===== src/rtl/ex_pkg.sv =====
// Shared encodings for the multi-cycle execute stage: op codes, flag bits, FSM states, operand selects.
// Optional feature macro used by the stage: EX_SIGNED_DIV_EN (signed DIVS/REMS).
package ex_pkg;

    localparam int EX_DATA_W  = 32;
    localparam int EX_SHAMT_W = 5;

    localparam logic [3:0] OP_ADD   = 4'h0;
    localparam logic [3:0] OP_SUB   = 4'h1;
    localparam logic [3:0] OP_AND   = 4'h2;
    localparam logic [3:0] OP_OR    = 4'h3;
    localparam logic [3:0] OP_XOR   = 4'h4;
    localparam logic [3:0] OP_SLT   = 4'h5;
    localparam logic [3:0] OP_SLL   = 4'h6;
    localparam logic [3:0] OP_SRL   = 4'h7;
    localparam logic [3:0] OP_BEQ   = 4'h8;
    localparam logic [3:0] OP_BNE   = 4'h9;
    localparam logic [3:0] OP_MUL   = 4'hA;
    localparam logic [3:0] OP_DIVU  = 4'hB;
    localparam logic [3:0] OP_REMU  = 4'hC;
    localparam logic [3:0] OP_DIVS  = 4'hD;
    localparam logic [3:0] OP_REMS  = 4'hE;
    localparam logic [3:0] OP_PASSB = 4'hF;

    localparam int FLAG_ZERO = 0;
    localparam int FLAG_NEG  = 1;
    localparam int FLAG_OVF  = 2;

    localparam logic [1:0] ST_IDLE = 2'd0;
    localparam logic [1:0] ST_ITER = 2'd1;
    localparam logic [1:0] ST_DONE = 2'd2;

    typedef enum logic [1:0] {
        A_SEL_PC   = 2'd0,
        A_SEL_PC1  = 2'd1,
        A_SEL_DATA = 2'd2,
        A_SEL_ZERO = 2'd3
    } a_sel_e;

    typedef enum logic [1:0] {
        B_SEL_IMM      = 2'd0,
        B_SEL_DATA     = 2'd1,
        B_SEL_IMM_SRA2 = 2'd2,
        B_SEL_ZERO     = 2'd3
    } b_sel_e;

    function automatic logic is_iter_op(input logic [3:0] op);
        return (op >= OP_MUL) && (op <= OP_REMS);
    endfunction

    function automatic logic is_rem_op(input logic [3:0] op);
        return (op == OP_REMU) || (op == OP_REMS);
    endfunction

endpackage


===== src/rtl/ex_iter_muldiv.sv =====
// Iterative shift-add multiplier and restoring divider sharing one step counter.
// With EX_SIGNED_DIV_EN defined, DIVS/REMS divide magnitudes and fix the signs afterwards.
module ex_iter_muldiv
    import ex_pkg::*;
#(
    parameter int DATA_W = EX_DATA_W
) (
    input  logic              clk,
    input  logic              reset,
    input  logic              start,
    input  logic [3:0]        op,
    input  logic [DATA_W-1:0] a,
    input  logic [DATA_W-1:0] b,
    output logic              done,
    output logic [DATA_W-1:0] res,
    output logic              div0
);

    localparam int CNT_W = $clog2(DATA_W);
    localparam logic [CNT_W-1:0] LAST_STEP = CNT_W'(DATA_W - 1);

    logic [DATA_W-1:0] acc_q, sh_q, bq_q;
    logic [DATA_W-1:0] acc_nxt, sh_nxt, bq_nxt;
    logic [DATA_W-1:0] a_load, b_load;
    logic [DATA_W-1:0] quot_raw, rem_raw, quot_fix, rem_fix;
    logic [DATA_W-1:0] diff;
    logic [DATA_W:0]   trial;
    logic [CNT_W-1:0]  cnt_q;
    logic              active_q, mul_q, rem_q, div0_q;
    logic              q_bit;

`ifdef EX_SIGNED_DIV_EN
    logic sgn_op, neg_quot_q, neg_rem_q;

    assign sgn_op = (op == OP_DIVS) || (op == OP_REMS);
    assign a_load = (sgn_op && a[DATA_W-1]) ? (~a + 1'b1) : a;
    assign b_load = (sgn_op && b[DATA_W-1]) ? (~b + 1'b1) : b;
`else
    assign a_load = a;
    assign b_load = b;
`endif

    // The last step is never registered: it is evaluated combinationally so the
    // parent can capture the result in the same cycle the counter reaches the end.
    assign done = active_q && (cnt_q == LAST_STEP);

    always_comb begin
        acc_nxt = acc_q;
        sh_nxt  = sh_q;
        bq_nxt  = bq_q;
        q_bit   = 1'b0;
        trial   = {acc_q, sh_q[DATA_W-1]};
        diff    = trial[DATA_W-1:0] - bq_q;
        if (mul_q) begin
            if (sh_q[0]) begin
                acc_nxt = acc_q + bq_q;
            end
            bq_nxt = bq_q << 1;
            sh_nxt = sh_q >> 1;
        end else begin
            q_bit   = (trial >= {1'b0, bq_q});
            acc_nxt = q_bit ? diff : trial[DATA_W-1:0];
            sh_nxt  = {sh_q[DATA_W-2:0], q_bit};
        end
    end

    assign quot_raw = sh_nxt;
    assign rem_raw  = acc_nxt;

`ifdef EX_SIGNED_DIV_EN
    assign quot_fix = (neg_quot_q && !div0_q) ? (~quot_raw + 1'b1) : quot_raw;
    assign rem_fix  = neg_rem_q ? (~rem_raw + 1'b1) : rem_raw;
`else
    assign quot_fix = quot_raw;
    assign rem_fix  = rem_raw;
`endif

    assign res  = mul_q ? acc_nxt : (rem_q ? rem_fix : quot_fix);
    assign div0 = div0_q;

    always_ff @(posedge clk or negedge reset) begin
        if (!reset) begin
            acc_q    <= '0;
            sh_q     <= '0;
            bq_q     <= '0;
            cnt_q    <= '0;
            active_q <= 1'b0;
            mul_q    <= 1'b0;
            rem_q    <= 1'b0;
            div0_q   <= 1'b0;
        end else if (start) begin
            acc_q    <= '0;
            cnt_q    <= '0;
            active_q <= 1'b1;
            mul_q    <= (op == OP_MUL);
            rem_q    <= is_rem_op(op);
            div0_q   <= (op != OP_MUL) && (b == '0);
            if (op == OP_MUL) begin
                sh_q <= b;
                bq_q <= a;
            end else begin
                sh_q <= a_load;
                bq_q <= b_load;
            end
        end else if (active_q && !done) begin
            acc_q <= acc_nxt;
            sh_q  <= sh_nxt;
            bq_q  <= bq_nxt;
            cnt_q <= cnt_q + CNT_W'(1);
        end
    end

`ifdef EX_SIGNED_DIV_EN
    always_ff @(posedge clk or negedge reset) begin
        if (!reset) begin
            neg_quot_q <= 1'b0;
            neg_rem_q  <= 1'b0;
        end else if (start) begin
            neg_quot_q <= sgn_op && (a[DATA_W-1] ^ b[DATA_W-1]);
            neg_rem_q  <= sgn_op && a[DATA_W-1];
        end
    end
`endif

endmodule


===== src/rtl/ex_stage_mc.sv =====
// Execute stage: operand muxes, single-cycle ALU, branch resolution and a registered output bundle,
// with MUL/DIV/REM handed to ex_iter_muldiv. Signed divide is enabled by EX_SIGNED_DIV_EN.
module ex_stage_mc
    import ex_pkg::*;
#(
    parameter int DATA_W  = EX_DATA_W,
    parameter int SHAMT_W = EX_SHAMT_W
) (
    input  logic              clk,
    input  logic              reset,
    input  logic              flush,
    input  logic              in_valid,
    output logic              in_ready,
    input  logic [3:0]        op,
    input  logic [1:0]        a_sel,
    input  logic [1:0]        b_sel,
    input  logic [DATA_W-1:0] data_a,
    input  logic [DATA_W-1:0] data_b,
    input  logic [DATA_W-1:0] pc,
    input  logic [DATA_W-1:0] pc_1,
    input  logic [DATA_W-1:0] immediate,
    output logic              out_valid,
    input  logic              out_ready,
    output logic [DATA_W-1:0] result,
    output logic [2:0]        flag,
    output logic [DATA_W-1:0] next_pc,
    output logic              branch_taken,
    output logic              busy
);

    logic [1:0]        state_q;
    logic              out_valid_q, taken_q;
    logic [DATA_W-1:0] result_q, next_pc_q, pc_1_hold;
    logic [2:0]        flag_q;

    logic [DATA_W-1:0] a_op, b_op, alu_res, next_pc_c, iter_res;
    logic              alu_ovf, taken_c, iter_done, iter_div0;
    logic              out_free, accept, start_iter, load_single, load_iter;

    function automatic logic [2:0] make_flag(input logic [DATA_W-1:0] r, input logic v);
        logic [2:0] f;
        f            = '0;
        f[FLAG_ZERO] = (r == '0);
        f[FLAG_NEG]  = r[DATA_W-1];
        f[FLAG_OVF]  = v;
        return f;
    endfunction

    assign out_free    = !out_valid_q || out_ready;
    assign in_ready    = (state_q == ST_IDLE) && out_free && !flush;
    assign accept      = in_valid && in_ready;
    assign start_iter  = accept && is_iter_op(op);
    assign load_single = accept && !is_iter_op(op);
    assign load_iter   = ((state_q == ST_ITER) || (state_q == ST_DONE)) && iter_done && out_free;

    always_comb begin
        a_op = '0;
        case (a_sel)
            A_SEL_PC:   a_op = pc;
            A_SEL_PC1:  a_op = pc_1;
            A_SEL_DATA: a_op = data_a;
            default:    a_op = '0;
        endcase
    end

    always_comb begin
        b_op = '0;
        case (b_sel)
            B_SEL_IMM:      b_op = immediate;
            B_SEL_DATA:     b_op = data_b;
            B_SEL_IMM_SRA2: b_op = $signed(immediate) >>> 2;
            default:        b_op = '0;
        endcase
    end

    // Overflow is only meaningful for ADD/SUB; iterative ops leave this path unused.
    always_comb begin
        alu_res = '0;
        alu_ovf = 1'b0;
        taken_c = 1'b0;
        case (op)
            OP_ADD: begin
                alu_res = a_op + b_op;
                alu_ovf = (a_op[DATA_W-1] == b_op[DATA_W-1]) && (alu_res[DATA_W-1] != a_op[DATA_W-1]);
            end
            OP_SUB: begin
                alu_res = a_op - b_op;
                alu_ovf = (a_op[DATA_W-1] != b_op[DATA_W-1]) && (alu_res[DATA_W-1] != a_op[DATA_W-1]);
            end
            OP_AND:   alu_res = a_op & b_op;
            OP_OR:    alu_res = a_op | b_op;
            OP_XOR:   alu_res = a_op ^ b_op;
            OP_SLT:   alu_res = {{(DATA_W-1){1'b0}}, ($signed(a_op) < $signed(b_op))};
            OP_SLL:   alu_res = a_op << b_op[SHAMT_W-1:0];
            OP_SRL:   alu_res = a_op >> b_op[SHAMT_W-1:0];
            OP_BEQ:   taken_c = (a_op == b_op);
            OP_BNE:   taken_c = (a_op != b_op);
            OP_PASSB: alu_res = b_op;
            default:  alu_res = '0;
        endcase
    end

    assign next_pc_c = taken_c ? (pc_1 + immediate) : pc_1;

    ex_iter_muldiv #(
        .DATA_W (DATA_W)
    ) u_iter (
        .clk   (clk),
        .reset (reset),
        .start (start_iter),
        .op    (op),
        .a     (a_op),
        .b     (b_op),
        .done  (iter_done),
        .res   (iter_res),
        .div0  (iter_div0)
    );

    always_ff @(posedge clk or negedge reset) begin
        if (!reset) begin
            state_q <= ST_IDLE;
        end else if (flush) begin
            state_q <= ST_IDLE;
        end else begin
            case (state_q)
                ST_IDLE: if (start_iter) state_q <= ST_ITER;
                ST_ITER: if (iter_done)  state_q <= out_free ? ST_IDLE : ST_DONE;
                ST_DONE: if (out_free)   state_q <= ST_IDLE;
                default: state_q <= ST_IDLE;
            endcase
        end
    end

    // The output bundle only changes when a new result is loaded into a free register.
    always_ff @(posedge clk or negedge reset) begin
        if (!reset) begin
            out_valid_q <= 1'b0;
            result_q    <= '0;
            flag_q      <= '0;
            next_pc_q   <= '0;
            taken_q     <= 1'b0;
            pc_1_hold   <= '0;
        end else if (flush) begin
            out_valid_q <= 1'b0;
        end else begin
            if (start_iter) begin
                pc_1_hold <= pc_1;
            end
            if (load_single) begin
                out_valid_q <= 1'b1;
                result_q    <= alu_res;
                flag_q      <= make_flag(alu_res, alu_ovf);
                next_pc_q   <= next_pc_c;
                taken_q     <= taken_c;
            end else if (load_iter) begin
                out_valid_q <= 1'b1;
                result_q    <= iter_res;
                flag_q      <= make_flag(iter_res, iter_div0);
                next_pc_q   <= pc_1_hold;
                taken_q     <= 1'b0;
            end else if (out_ready) begin
                out_valid_q <= 1'b0;
            end
        end
    end

    assign out_valid    = out_valid_q;
    assign result       = result_q;
    assign flag         = flag_q;
    assign next_pc      = next_pc_q;
    assign branch_taken = taken_q;
    assign busy         = (state_q != ST_IDLE);

endmodule


===== config.mk =====
export PLATFORM = sky130hd
export DESIGN_NAME = ex_stage_mc
export DESIGN_NICKNAME = d
export VERILOG_FILES = /design/src/rtl/ex_pkg.sv /design/src/rtl/ex_iter_muldiv.sv /design/src/rtl/ex_stage_mc.sv
export SDC_FILE = /design/constraint.sdc
export NUM_CORES = 1
export LEC_CHECK = 0
export CAP_MARGIN = 20
export CORE_ASPECT_RATIO = 1.75
export CORE_MARGIN = 3
export CORE_UTILIZATION = 60
export DETAILED_ROUTE_END_ITERATION = 7
export PLACE_DENSITY = 0.94
export SLEW_MARGIN = 20
export SYNTH_ARGS = -nofsm -noshare
export SYNTH_HDL_FRONTEND = slang
export SYNTH_SLANG_ARGS = --single-unit
export TNS_END_PERCENT = 100

===== constraint.sdc =====
create_clock -name clk -period 4.95 [get_ports clk]
set_input_delay 0.99 -clock clk [delete_from_list [all_inputs] [get_ports clk]]
set_output_delay 0.99 -clock clk [all_outputs]
set_load 0.03 [all_outputs]

==> run metrics, run 1 <==
global-route wire length before repair 332,000 um; Detailed Place HPWL between 100,000 and 150,000 um; # rows between 100 and 150; synthesized area ~27,000 um2; ys flop type dfrtp_1; CTS root buffer clkbuf_16; Yosys cell types 95; cells taking the most area after synthesis dfrtp_1 (20%), ha_1 (9.3%), mux2i_1 (8.1%); vias in the first global route 47,900; cell taking the most area after synthesis dfrtp_1; register area share after synthesis 0.195; run status aborted with a tool error; H-tree Lvls 1; Syn. warnings 0; Placed Area 34,200 um2; total gr overflow 1,897; Yosys top cell area share 0.195; Avg Cell Area, Syn just over 7 um2; Num CTS Buffers 21; CTS Buffer Depth 3; error msg [ERROR GRT-0116] Global routing finished with congestion. Check the congestion regions in the DRC Viewer.; GP Congestion 1.53; Hold Buf Count CTS 0; Async SR Flop Fraction 1.00; Tot GR Track Use 0.921; IO Count approximately 240; Yosys reg bits between 200 and 250; Post-Synthesis Cells between 3,000 and 4,000; largest net degree at the start of global routing 118; port bufs between 200 and 250; CTS Sinks between 200 and 250; number of flops mapped to enable cells by yosys 0; syn nets just over 4,000; die width 165 um; Initial Util 0.610; Stop stage global routing (5_1_grt); Die Height 284 um
==> cells in the mapped netlist, types with 35 or more instances <==
cell and n:
clkbuf_1 184, inv_1 155, nand2b_1 35, o21ai_0 214
a31oi_1 70, o22ai_1 93, nor3_1 79, nand3_1 55
xnor2_1 41, nor2_1 398, mux2i_1 214, o211ai_1 69
ha_1 196, a211oi_1 112, a21oi_1 352, o221ai_1 39
xor2_1 46, a21o_1 56, dfrtp_1 207, nand2_1 455
==> routing by layer <==
layer	GRT usage	overflow
met1	0.862	102
met4	0.966	527
met2	1.05	1133
met5	0.659	9
met3	0.833	126
==> what timing repair did <==
action,4_1_cts
gates resized for setup,49
pin swaps,15
endpoints found under the setup margin,9
gates cloned,0
buffers inserted,7
==> cell families after synthesis <==
group | after synthesis | synth area share
xor+xnor | 87 | 0.0287
flops | 207 | 0.195
simple gates | 1209 | 0.203
fa+ha+maj | 201 | 0.0963
mux | 233 | 0.0890
buf+inv | 413 | 0.0621
compound gates | 1311 | 0.326
==> stage by stage <==
| stage | setup WS, ns | std cells | TNS (ns) |
|---|---|---|---|
| floorplan | -0.0561 | 3661 | -0.0629 |
| detailed placement | -0.811 | 4896 | -10.44 |
| CTS | 0.0122 | 4941 | 0 |
| global placement | -0.663 | 4896 | -4.02 |
==> inputs of run 2 (changes only) <==
CORE_ASPECT_RATIO = not set   (was 1.75)
CORE_UTILIZATION = 40   (was 60)
PLACE_DENSITY = not set   (was 0.94)
PLACE_DENSITY_LB_ADDON = 0.15   (was not set)
==> run 2 against run 1 <==
  * The flow now finishes, with violations (negative setup slack)
  * Synthesized cell count is the same
  * Area after synthesis is the same
==> run metrics, run 2 <==
run status finished with violations; failing checks negative setup slack; most common cell in the netlist nand2_1; Setup CP Type input pin to flip-flop; clock latency on the worst-skew pair 0.60 ns; worst rel slew slack 0.297; setup slack, reg-to-reg 0.23 ns; Yosys cell types 95 (unchanged); Seq pwr share 0.174; drt first pass iters 8; top cells by count, synth nand2_1 (455), nor2_1 (398), a21oi_1 (352); Num CTS Buffers 27 (+29%); switching power share of the total 0.496; global-route wire length before repair roughly 220,000 um; FMAX between 0.2 and 0.25 GHz; Pins Over Slew Limit 0; H-tree Lvls 1 (unchanged); filler cell count 6,309; pre-CTS setup slack -1.26 ns (-0.444 ns); synthesized area 26,500 um2 (unchanged); RSZ-0062 raised after global routing yes; worst hold path class input pin to asynchronous set/reset pin; combinational cell fraction of total power 0.703; Pint about 0.009 W; Final Hold Fails 0; Worst Slack Setup Final -0.0393 ns; CTS root buffer clkbuf_16; # rows 93 (-7.9%); Tot GR Track Use 0.421; Total Power around 0.017 W; Setup crit start a_sel[0]; CP most frequent cell buf_4; post-route ant nets 0; syn nets 4,035 (unchanged); CP startpoint kind input pin; VDD IR-drop max 0.333 mV; die area around 69,000 um2; core area 65,000 um2; TNS Setup -0.0393 ns; Placed Area 36,100 um2 (+5.5%); Syn. warnings 0 (unchanged); Crit. End Element flip-flop; CTS Sinks 207 (unchanged); clock share of power 0.123; switching pwr between 0.008 and 0.009 W; nets roughly 5,000; largest net degree at the start of global routing 101; P&R area growth vs syn 42.1%; total gr overflow 0; critical path, cell by cell dlygate4sd2_1 > nor2b_4 > buf_4 > buf_4 > buf_4 > a21oi_1 > inv_1 > buf_4 > mux2i_1 > buf_4 > o22a_1 > o221ai_1 > buf_4 > a221oi_1 > buf_4 > o211ai_1 > nor2_1 > or4b_4 > nor4_4 > nand3_1 > nand3_1; drt wl/cell roughly 28 um; drt initial violations ~4,200; CTS tree built; Initial Util 0.408 (-0.202); die width 263 um (+60%); wirelength, routed around 150,000 um; max incr delay on CP 0.62 ns; Worst path slowest cell a21oi_1; cells taking the most area after synthesis dfrtp_1 (20%), ha_1 (9.3%), mux2i_1 (8.1%); ys flop type dfrtp_1; vias in the first global route between 30,000 and 40,000; Max Cap Violations 0; Reg-to-Reg Start u_iter.bq_q[1]$_DFFE_PN0P_; crit share post-route 1.01; vias per cell between 6 and 7; GP Congestion 1.07 (-30%); Die Height 263 um (-7.3%); Async SR Flop Fraction 1.00 (unchanged); Critical Path RT about 5.5 ns; pwr dens about 460 nW/um2; residual DRC count 0; Detailed Place HPWL 124,000 um (+18%); Leak 17.4 nW; register area share after synthesis 0.195 (unchanged); IO Count 244 (unchanged); Yosys top cell area share 0.195 (unchanged); worst-margin pin slew approximately 1.0 ns; layout cells sized above 1 0.240; CTS Buffer Depth 3 (unchanged); Tmin final roughly 5.0 ns; port bufs 243 (unchanged); initial antenna violation count 6; number of flops mapped to enable cells by yosys 0 (unchanged); via count 34,100; Post-Synthesis Cells 3,661 (unchanged); Avg Cell Area, Syn 7.24 um2 (unchanged); commonest non-fill, non-tap cell in the layout buf_4; Yosys reg bits 207 (unchanged); Final Skew 0.0256 ns; clk slew on worst S/H paths ~0.060 ns; crit path max fanout 11; # setup viols final 1; reg2reg path depth 16; Hold Buf Count CTS 0 (unchanged); reg-to-reg endpoint flag[0]$_DFFE_PN0P_; Final Cell Area between 30,000 and 40,000 um2; Worst EP arrival 5.52 ns; CP Capture Point flag[0]$_DFFE_PN0P_; most frequent cells in the layout buf_4 (865), nand2_1 (453), nor2_1 (395), a21oi_1 (340), clkdlybuf4s50_1 (227); cell taking the most area after synthesis dfrtp_1
## run 2: layer usage
metal  up-vias  global-route usage  part of all wire
met5         -                   0           0.00058
met4         8               0.265             0.080
met3       457              0.0842             0.098
met2      1980               0.656              0.43
met1     16300               0.532              0.39
li1      15400                   -                 -
## run 2: stage by stage
step | hold WS (ns) | utilization | std cells
after floorplan | 0.440 | - | 3661
final | 0.389 | 0.579 | 5453
after global routing | 0.488 | 0.579 | 5451
after global placement | 0.458 | 0.555 | 5378
after detailed placement | 0.461 | 0.555 | 5378
after CTS | 0.476 | 0.573 | 5434
## run 2: worst max-delay path: cells and delay by family
| kind | cells | cell delay (ns) |
|---|---|---|
| buf+inv | 9 | 1.64 |
| compound gates | 5 | 1.44 |
| simple gates | 6 | 1.30 |
| mux | 1 | 0.14 |
## run 2: final cells by class
cell class | count | area [um2] | share of cell area
timing repair buffer | 1139 | 9510 | 0.252
antenna | 2 | 5.00 | 0.000133
sequential | 207 | 5180 | 0.138
clock buffer | 38 | 787 | 0.0209
multi-input combinational | 3041 | 20400 | 0.541
tap | 855 | 1070 | 0.0284
clock inverter | 10 | 149 | 0.00395
inverter | 161 | 604 | 0.0160
## run 2: power groups by stage
| stage | Sequential [W] | Combinational (W) | Clock, W |
|---|---|---|---|
| after CTS | 0.00299 | 0.0119 | 0.00215 |
| final | 0.00303 | 0.0122 | 0.00214 |
| after floorplan | 0.00304 | 0.00676 | 0 |
| after global routing | 0.00308 | 0.0132 | 0.00223 |
| after detailed placement | 0.00301 | 0.0118 | 0 |
| after global placement | 0.00301 | 0.0118 | 0 |
## run 2: worst min path at each step
stage / cells after the start / to / startpoint
floorplan: 2 / pc_1_hold[4]$_DFFE_PN0P_ / pc_1_hold[4]$_DFFE_PN0P_
global placement: 2 / pc_1_hold[25]$_DFFE_PN0P_ / pc_1_hold[25]$_DFFE_PN0P_
detailed placement: 2 / pc_1_hold[4]$_DFFE_PN0P_ / pc_1_hold[4]$_DFFE_PN0P_
CTS: 2 / pc_1_hold[12]$_DFFE_PN0P_ / pc_1_hold[12]$_DFFE_PN0P_
global route: 2 / pc_1_hold[14]$_DFFE_PN0P_ / pc_1_hold[14]$_DFFE_PN0P_
finish: 1 / u_iter.acc_q[4]$_DFFE_PN0P_ / reset
## run 2: what timing repair did
action	4_1_cts	5_1_grt
hold endpoints to repair	0	0
gates cloned	0	0
pin swaps	15	30
resized for setup	47	58
buffers inserted	9	17
endpoints found under the setup margin	12	8
## run 2: kinds of logic after synthesis
group | count (synthesis) | share of synthesized area
and+or+nand+nor | 1209 | 0.203
muxes | 233 | 0.0890
adders and majority gates | 201 | 0.0963
AOI/OAI and AO/OA | 1311 | 0.326
xor gates and xnor gates | 87 | 0.0287
buffers and inverters | 413 | 0.0621
DFF | 207 | 0.195
(Power assumes the default switching activity.)
